`src/rtl/lsb_stego_encoder.sv`:
```
// -----------------------------------------------------------------------------
// lsb_stego_encoder
//
// Hides an ASCII message in the least-significant bits of an image held in a
// single-port block RAM. Each image byte carries one message bit, and each
// character is sent MSB first. A 0x00 terminator character follows the last
// message character so the extractor knows where the message ends. Every
// embedded bit costs a read-modify-write of one image byte, so the upper seven
// bits of each pixel byte are kept exactly as they were.
//
// Parameters
//   BASE_ADDR     first image byte used for embedding
//   IMG_BYTES     number of image bytes available from BASE_ADDR onwards
//                 (BASE_ADDR + IMG_BYTES must not exceed 4096)
//   READ_LATENCY  BRAM read latency in cycles (1 or 2)
//
// Ports
//   CLK100MHZ     system clock
//   Reset_n       asynchronous active-low reset
//   start         one-cycle pulse that begins an encode (honoured only in IDLE)
//   msg_byte      message character
//   msg_valid     msg_byte / msg_last valid
//   msg_last      marks the final message character
//   msg_ready     character taken when msg_valid && msg_ready
//   bram_en       BRAM enable
//   bram_we       BRAM write enable
//   bram_addr     BRAM address (12 bit)
//   bram_din      BRAM write data
//   bram_dout     BRAM read data
//   busy          encode in progress
//   done          last encode finished (cleared by the next accepted start)
//   overflow      image ran out before the terminator was written
//   chars_done    characters fully embedded, terminator included
// -----------------------------------------------------------------------------
module lsb_stego_encoder #(
   parameter int unsigned BASE_ADDR    = 0,
   parameter int unsigned IMG_BYTES    = 4096,
   parameter int unsigned READ_LATENCY = 1
) (
   input  logic        CLK100MHZ,
   input  logic        Reset_n,
   input  logic        start,
   input  logic [7:0]  msg_byte,
   input  logic        msg_valid,
   input  logic        msg_last,
   output logic        msg_ready,
   output logic        bram_en,
   output logic        bram_we,
   output logic [11:0] bram_addr,
   output logic [7:0]  bram_din,
   input  logic [7:0]  bram_dout,
   output logic        busy,
   output logic        done,
   output logic        overflow,
   output logic [10:0] chars_done
);

   // The pointer carries one extra bit so that the end-of-image limit can be
   // represented even when the image runs right up to address 4095.
   localparam logic [12:0] BASE_PTR  = 13'(BASE_ADDR);
   localparam logic [12:0] LIMIT_PTR = 13'(BASE_ADDR + IMG_BYTES);
   localparam logic [1:0]  WAIT_LAST = 2'(READ_LATENCY - 1);

   typedef enum logic [2:0] {
      S_IDLE,
      S_FETCH,
      S_READ,
      S_WAIT,
      S_WRITE,
      S_NEXT,
      S_TERM,
      S_FINISH
   } state_t;

   state_t      state_q,      state_d;
   logic [12:0] ptr_q,        ptr_d;
   logic [7:0]  char_q,       char_d;
   logic        last_q,       last_d;
   logic        term_q,       term_d;
   logic [2:0]  bit_idx_q,    bit_idx_d;
   logic [1:0]  wait_cnt_q,   wait_cnt_d;
   logic        msg_ready_q,  msg_ready_d;
   logic        bram_en_q,    bram_en_d;
   logic        bram_we_q,    bram_we_d;
   logic [11:0] bram_addr_q,  bram_addr_d;
   logic [7:0]  bram_din_q,   bram_din_d;
   logic        busy_q,       busy_d;
   logic        done_q,       done_d;
   logic        overflow_q,   overflow_d;
   logic [10:0] chars_done_q, chars_done_d;

   // Shared "issue a read" request: every path into READ goes through the
   // capacity check below, so no BRAM access can happen past the image end.
   logic        go_read;
   logic [12:0] rd_ptr;

   always_comb begin
      state_d      = state_q;
      ptr_d        = ptr_q;
      char_d       = char_q;
      last_d       = last_q;
      term_d       = term_q;
      bit_idx_d    = bit_idx_q;
      wait_cnt_d   = wait_cnt_q;
      msg_ready_d  = msg_ready_q;
      bram_en_d    = bram_en_q;
      bram_we_d    = bram_we_q;
      bram_addr_d  = bram_addr_q;
      bram_din_d   = bram_din_q;
      busy_d       = busy_q;
      done_d       = done_q;
      overflow_d   = overflow_q;
      chars_done_d = chars_done_q;
      go_read      = 1'b0;
      rd_ptr       = ptr_q;

      case (state_q)
         S_IDLE: begin
            msg_ready_d = 1'b0;
            bram_en_d   = 1'b0;
            bram_we_d   = 1'b0;
            if (start) begin
               busy_d       = 1'b1;
               done_d       = 1'b0;
               overflow_d   = 1'b0;
               chars_done_d = 11'd0;
               ptr_d        = BASE_PTR;
               msg_ready_d  = 1'b1;
               state_d      = S_FETCH;
            end
         end

         S_FETCH: begin
            // Stalls here for as long as the source holds msg_valid low.
            if (msg_valid && msg_ready_q) begin
               char_d      = msg_byte;
               last_d      = msg_last;
               term_d      = 1'b0;
               bit_idx_d   = 3'd7;
               msg_ready_d = 1'b0;
               go_read     = 1'b1;
               rd_ptr      = ptr_q;
            end
         end

         S_READ: begin
            bram_en_d  = 1'b0;
            wait_cnt_d = 2'd0;
            state_d    = S_WAIT;
         end

         S_WAIT: begin
            if (wait_cnt_q == WAIT_LAST) begin
               // Keep the pixel's upper seven bits, replace only the LSB.
               bram_din_d    = bram_dout;
               bram_din_d[0] = char_q[bit_idx_q];
               bram_en_d     = 1'b1;
               bram_we_d     = 1'b1;
               state_d       = S_WRITE;
            end else begin
               wait_cnt_d = wait_cnt_q + 2'd1;
            end
         end

         S_WRITE: begin
            bram_en_d = 1'b0;
            bram_we_d = 1'b0;
            state_d   = S_NEXT;
         end

         S_NEXT: begin
            ptr_d = ptr_q + 13'd1;
            if (bit_idx_q != 3'd0) begin
               bit_idx_d = bit_idx_q - 3'd1;
               go_read   = 1'b1;
               rd_ptr    = ptr_q + 13'd1;
            end else begin
               chars_done_d = chars_done_q + 11'd1;
               if (term_q) begin
                  busy_d  = 1'b0;
                  done_d  = 1'b1;
                  state_d = S_FINISH;
               end else if (last_q) begin
                  char_d  = 8'h00;
                  term_d  = 1'b1;
                  state_d = S_TERM;
               end else begin
                  msg_ready_d = 1'b1;
                  state_d     = S_FETCH;
               end
            end
         end

         S_TERM: begin
            bit_idx_d = 3'd7;
            go_read   = 1'b1;
            rd_ptr    = ptr_q;
         end

         S_FINISH: begin
            state_d = S_IDLE;
         end

         default: begin
            state_d = S_IDLE;
         end
      endcase

      if (go_read) begin
         ptr_d = rd_ptr;
         if (rd_ptr == LIMIT_PTR) begin
            // Image exhausted: stop without touching the BRAM again.
            overflow_d  = 1'b1;
            busy_d      = 1'b0;
            done_d      = 1'b1;
            msg_ready_d = 1'b0;
            bram_en_d   = 1'b0;
            bram_we_d   = 1'b0;
            state_d     = S_FINISH;
         end else begin
            bram_en_d   = 1'b1;
            bram_we_d   = 1'b0;
            bram_addr_d = rd_ptr[11:0];
            state_d     = S_READ;
         end
      end
   end

   always_ff @(posedge CLK100MHZ or negedge Reset_n) begin
      if (!Reset_n) begin
         state_q      <= S_IDLE;
         ptr_q        <= BASE_PTR;
         char_q       <= 8'h00;
         last_q       <= 1'b0;
         term_q       <= 1'b0;
         bit_idx_q    <= 3'd0;
         wait_cnt_q   <= 2'd0;
         msg_ready_q  <= 1'b0;
         bram_en_q    <= 1'b0;
         bram_we_q    <= 1'b0;
         bram_addr_q  <= 12'd0;
         bram_din_q   <= 8'h00;
         busy_q       <= 1'b0;
         done_q       <= 1'b0;
         overflow_q   <= 1'b0;
         chars_done_q <= 11'd0;
      end else begin
         state_q      <= state_d;
         ptr_q        <= ptr_d;
         char_q       <= char_d;
         last_q       <= last_d;
         term_q       <= term_d;
         bit_idx_q    <= bit_idx_d;
         wait_cnt_q   <= wait_cnt_d;
         msg_ready_q  <= msg_ready_d;
         bram_en_q    <= bram_en_d;
         bram_we_q    <= bram_we_d;
         bram_addr_q  <= bram_addr_d;
         bram_din_q   <= bram_din_d;
         busy_q       <= busy_d;
         done_q       <= done_d;
         overflow_q   <= overflow_d;
         chars_done_q <= chars_done_d;
      end
   end

   assign msg_ready  = msg_ready_q;
   assign bram_en    = bram_en_q;
   assign bram_we    = bram_we_q;
   assign bram_addr  = bram_addr_q;
   assign bram_din   = bram_din_q;
   assign busy       = busy_q;
   assign done       = done_q;
   assign overflow   = overflow_q;
   assign chars_done = chars_done_q;

endmodule

```
`config.mk`:
```
export PLATFORM = sky130hd
export DESIGN_NAME = lsb_stego_encoder
export DESIGN_NICKNAME = d
export VERILOG_FILES = /design/src/rtl/lsb_stego_encoder.sv
export SDC_FILE = /design/constraint.sdc
export NUM_CORES = 1
export LEC_CHECK = 0
export BUFFER_PORTS_ARGS = -buffer_cell sky130_fd_sc_hd__buf_4
export CORE_UTILIZATION = 30
export DETAILED_ROUTE_END_ITERATION = 8
export PLACE_DENSITY = 0.46
export SYNTH_ARGS = -nofsm -noshare
export SYNTH_HDL_FRONTEND = slang
export SYNTH_SLANG_ARGS = --single-unit
```
`constraint.sdc`:
```
create_clock -name CLK100MHZ -period 3 [get_ports CLK100MHZ]
set_clock_uncertainty 0.1 [all_clocks]
set_input_delay 0.15 -clock CLK100MHZ [delete_from_list [all_inputs] [get_ports CLK100MHZ]]
set_output_delay 0.15 -clock CLK100MHZ [all_outputs]
set_load 0.005 [all_outputs]
```
==> results.md <==
* Status: completed
* First-pass GRT wire length at 16100 um
* Buffers plus inverters on the worst setup path at 1
* Final nets at about 510
* Share of layout cells above drive strength 1 at ~25%
* Pint at about 2.8 mW
* CP peak stage delay at roughly 0.42 ns
* CTS root buf: clkbuf_16
* Iter 0 DRT Violations at between 150 and 200
* IR Drop Worst-Case VDD at around 350 uV
* Cell area after synthesis at 0.00371 mm^2
* Comb pwr share at 36.2%
* GRT Total Usage at around 16%
* Critical-path cell list: inv_1 -> ha_1 -> nor2b_1 -> nor4_2 -> or3_1 -> a22o_1 -> o31ai_4 -> mux2_2
* Placer congestion estimate at 0.793
* Met1 wire length at roughly 4800 um
* Post-synth EDFFs at 0
* Relative slew slack at 41.6%
* Setup Buffers After CTS at 0
* Pin count of the biggest net entering global routing at between 60 and 70
* Highest routed layer: met4
* Synth Flop Type: dfrtp_1
* Minimum setup slack among reg-to-reg paths at around 0.18 ns
* Initial antenna violation count at 0
* CP arrival at between 2 and 3 ns
* Setup TNS at 0 ns
* I/O pins at slightly below 60
* Sw frac at 32.1%
* Total chip power at approximately 4.2 mW
* HP Class: input pin to flop
* Antenna Nets Post-Route at 0
* Seq pwr share at ~33%
* Worst path required time at between 3 and 4 ns
* Cell Pwr Density at between 800 and 900 mW/mm^2
* Final setup viols at 0
* Critical path type: flop to flop
* Critical path's slowest cell: dfrtp_1
* CTS tree: done
* Sequential area share after synthesis at a little under half
* Register Area at around 0.0017 mm^2
* Area of the multi-input gates at around 0.0018 mm^2
* WP depth at 8
* Clock share of power at between 30% and 40%
* Fraction of registers with async set/reset at between 90% and 100%
* Final WL at approximately 9600 um
* DIE AREA at ~0.013 mm^2
* Max-slew violations at 0
* Clock buffer depth at 2
* Number of cells on the worst hold path at 4
* Area growth, synth to finish at 32.3%
* H-Tree Depth at 3
* DR vias/cell at 5.02
* N_diodes at 0
* Top cell type by total area after synthesis: dfrtp_1
* Final Hold Fails at 0
* Die Y at about 110 um
* Final Worst Setup Slack at between 0.15 and 0.2 ns
* Die width at between 100 and 150 um
* Met3 WL at around 260 um
* Crit end category: flop
* Initial Util at a little under a third
* # clock sinks at slightly below 70
* Fillers at roughly 1200
* Vias at 3171
* Synth warn at 0
* Core ar. at ~0.012 mm^2
* Final period utilization at 94.2%
* Crit path launch type: flop
* P_leak at roughly 2.3 nW
* Post-Syn Area per Cell at between 9 and 10 um^2
* Worst-path clk slew at approximately 0.060 ns
* Share of the synthesized area in the top cell type at a little under half
* R2R cell count at 8
* Vias in the first global route at about 3100
* RSZ-0062 raised after global routing: false
* Place WS at 0.143 ns
* Number of max-cap violations at 0
* Worst-Skew Late Latency at 0.33 ns
* Area contributors post-synth: dfrtp_1 46%, nor2_1 4.6%, a21oi_1 4.3%, nand2_1 4.2%, o21ai_0 4.1%
* Flops & latches, synth at 68
* Initial DRT Pass Iterations at 4
* Drt wl/cell at 15.2 um
* Worst slew pin tran at roughly 0.9 ns
* Met2 WL at 4480 um
* Fin crit period at ~2.8 ns
* Core Rows at 40
* DRC errors left at 0
* Gr ovfl total at 0
* Synth cell types at 59
* Fmax at ~0.35 GHz
* Worst path top cell family by delay: simple AND/OR/NAND/NOR gates
* Total CTS buffers at 9
* Syn Inst Count at roughly 400
* NetSw at approximately 1.3 mW
* # port buffers at between 50 and 60
* Synth Net Count at 424
* Crit-path max FO at 6
* Detail Placement HPWL at 6520 um
[cell usage after synthesis (all sizes together) (5+ instances only)]
library cell and instances:
mux2 9, xnor2 9, inv 15, nand3 21, buf 8, a21oi 32, or3 6, dfrtp 68
clkbuf 19, nand2 41, nor3 7, o21ai 30, xor2 9, nor2 45, and3 8, a221o 5
ha 5
[kinds of logic (layout without fill, tap and decap cells)]
family | after synthesis | count (layout) | synth area share [%]
compound gates | 102 | 102 | 18.9
buf+inv | 42 | 129 | 5.03
fa+ha+maj | 5 | 5 | 1.69
xor+xnor | 18 | 18 | 4.25
mux | 13 | 13 | 4.49
flops | 68 | 68 | 45.9
simple gates | 150 | 150 | 19.8
[layout make-up]
type                            instances  share of cell area (%)
Multi-Input combinational cell        288                    37.1
Sequential cell                        68                    34.7
Timing Repair Buffer                   98                    15.9
Clock buffer                           10                    4.67
Tap cell                              147                    3.75
Clock inverter                          6                    2.78
Inverter                               15                    1.15
[per-stage QoR]
stage	std cells	cell area, um^2	util [%]	hold WS [ns]
2_1_floorplan	398	3710	-	-0.246
5_1_grt	632	4900	40.8	0.144
3_3_place_gp	599	4370	36.4	0.233
4_1_cts	632	4900	40.8	0.0994
3_5_place_dp	599	4370	36.4	0.241
6_report	632	4900	40.8	0.113
[placed cells by master (no fill, tap or decap), types with 15 or more instances in the layout]
master / Yosys / final
nor2_1: 45 / 45
nand3_1: 21 / 21
a21oi_1: 32 / 32
dlygate4sd3_1: 0 / 17
inv_1: 15 / 15
buf_4: 1 / 81
dfrtp_1: 68 / 68
nand2_1: 41 / 41
o21ai_0: 30 / 30
[metal layers]
layer / vias to the layer above / track usage (%)
met5: - / 0
met4: 0 / 5.00
met3: 7 / 3.54
met2: 43 / 25.1
met1: 1546 / 22.4
li1: 1575 / -
[worst register-to-register path, delay by kind of cell (launching register included)]
family | cells | cell delay [ns]
and+or+nand+nor | 3 | 0.88
AOI/OAI and AO/OA | 2 | 0.66
DFF | 1 | 0.42
muxes | 1 | 0.38
adders and majority gates | 1 | 0.18
buffers and inverters | 1 | 0.09
[worst paths after layout]
path,start,endpoint
worst max-delay path,bit_idx_q[1]$_DFFE_PN0P_,bram_addr[4]$_DFFE_PN0P_
worst max register to register,bit_idx_q[1]$_DFFE_PN0P_,bram_addr[4]$_DFFE_PN0P_
worst min-delay path,msg_valid,msg_ready$_DFF_PN0_
min in group asynchronous,Reset_n,bram_din[6]$_DFFE_PN0P_
max in group asynchronous,Reset_n,bram_addr[9]$_DFFE_PN0P_
worst min register to register,char_q[6]$_DFFE_PN0P_,char_q[6]$_DFFE_PN0P_
[repair_timing]
action / 4_1_cts / 5_1_grt
resized for setup: 0 / 0
hold buffers: 17 / 0
endpoints found under the hold margin: 84 / 0
[state kept, by name (all words and copies together) (netlist names)]
register    flops
chars_done     11
last_q          1
bram_en         1
done            1
ptr_q          13
overflow        1
busy            1
bram_din        8
char_q          8
term_q          1
state_q         3
msg_ready       1
bit_idx_q       3
bram_addr      12
wait_cnt_q      2
bram_we         1
[power by group through the flow]
stage | sequential [mW] | clock, mW | combinational (mW)
2_1_floorplan | 1.35 | 0 | 0.929
6_report | 1.36 | 1.31 | 1.51
4_1_cts | 1.36 | 1.35 | 1.54
5_1_grt | 1.40 | 1.38 | 1.69
3_5_place_dp | 1.37 | 0 | 1.52
3_3_place_gp | 1.37 | 0 | 1.50
Power figures use the tool's default switching activity.
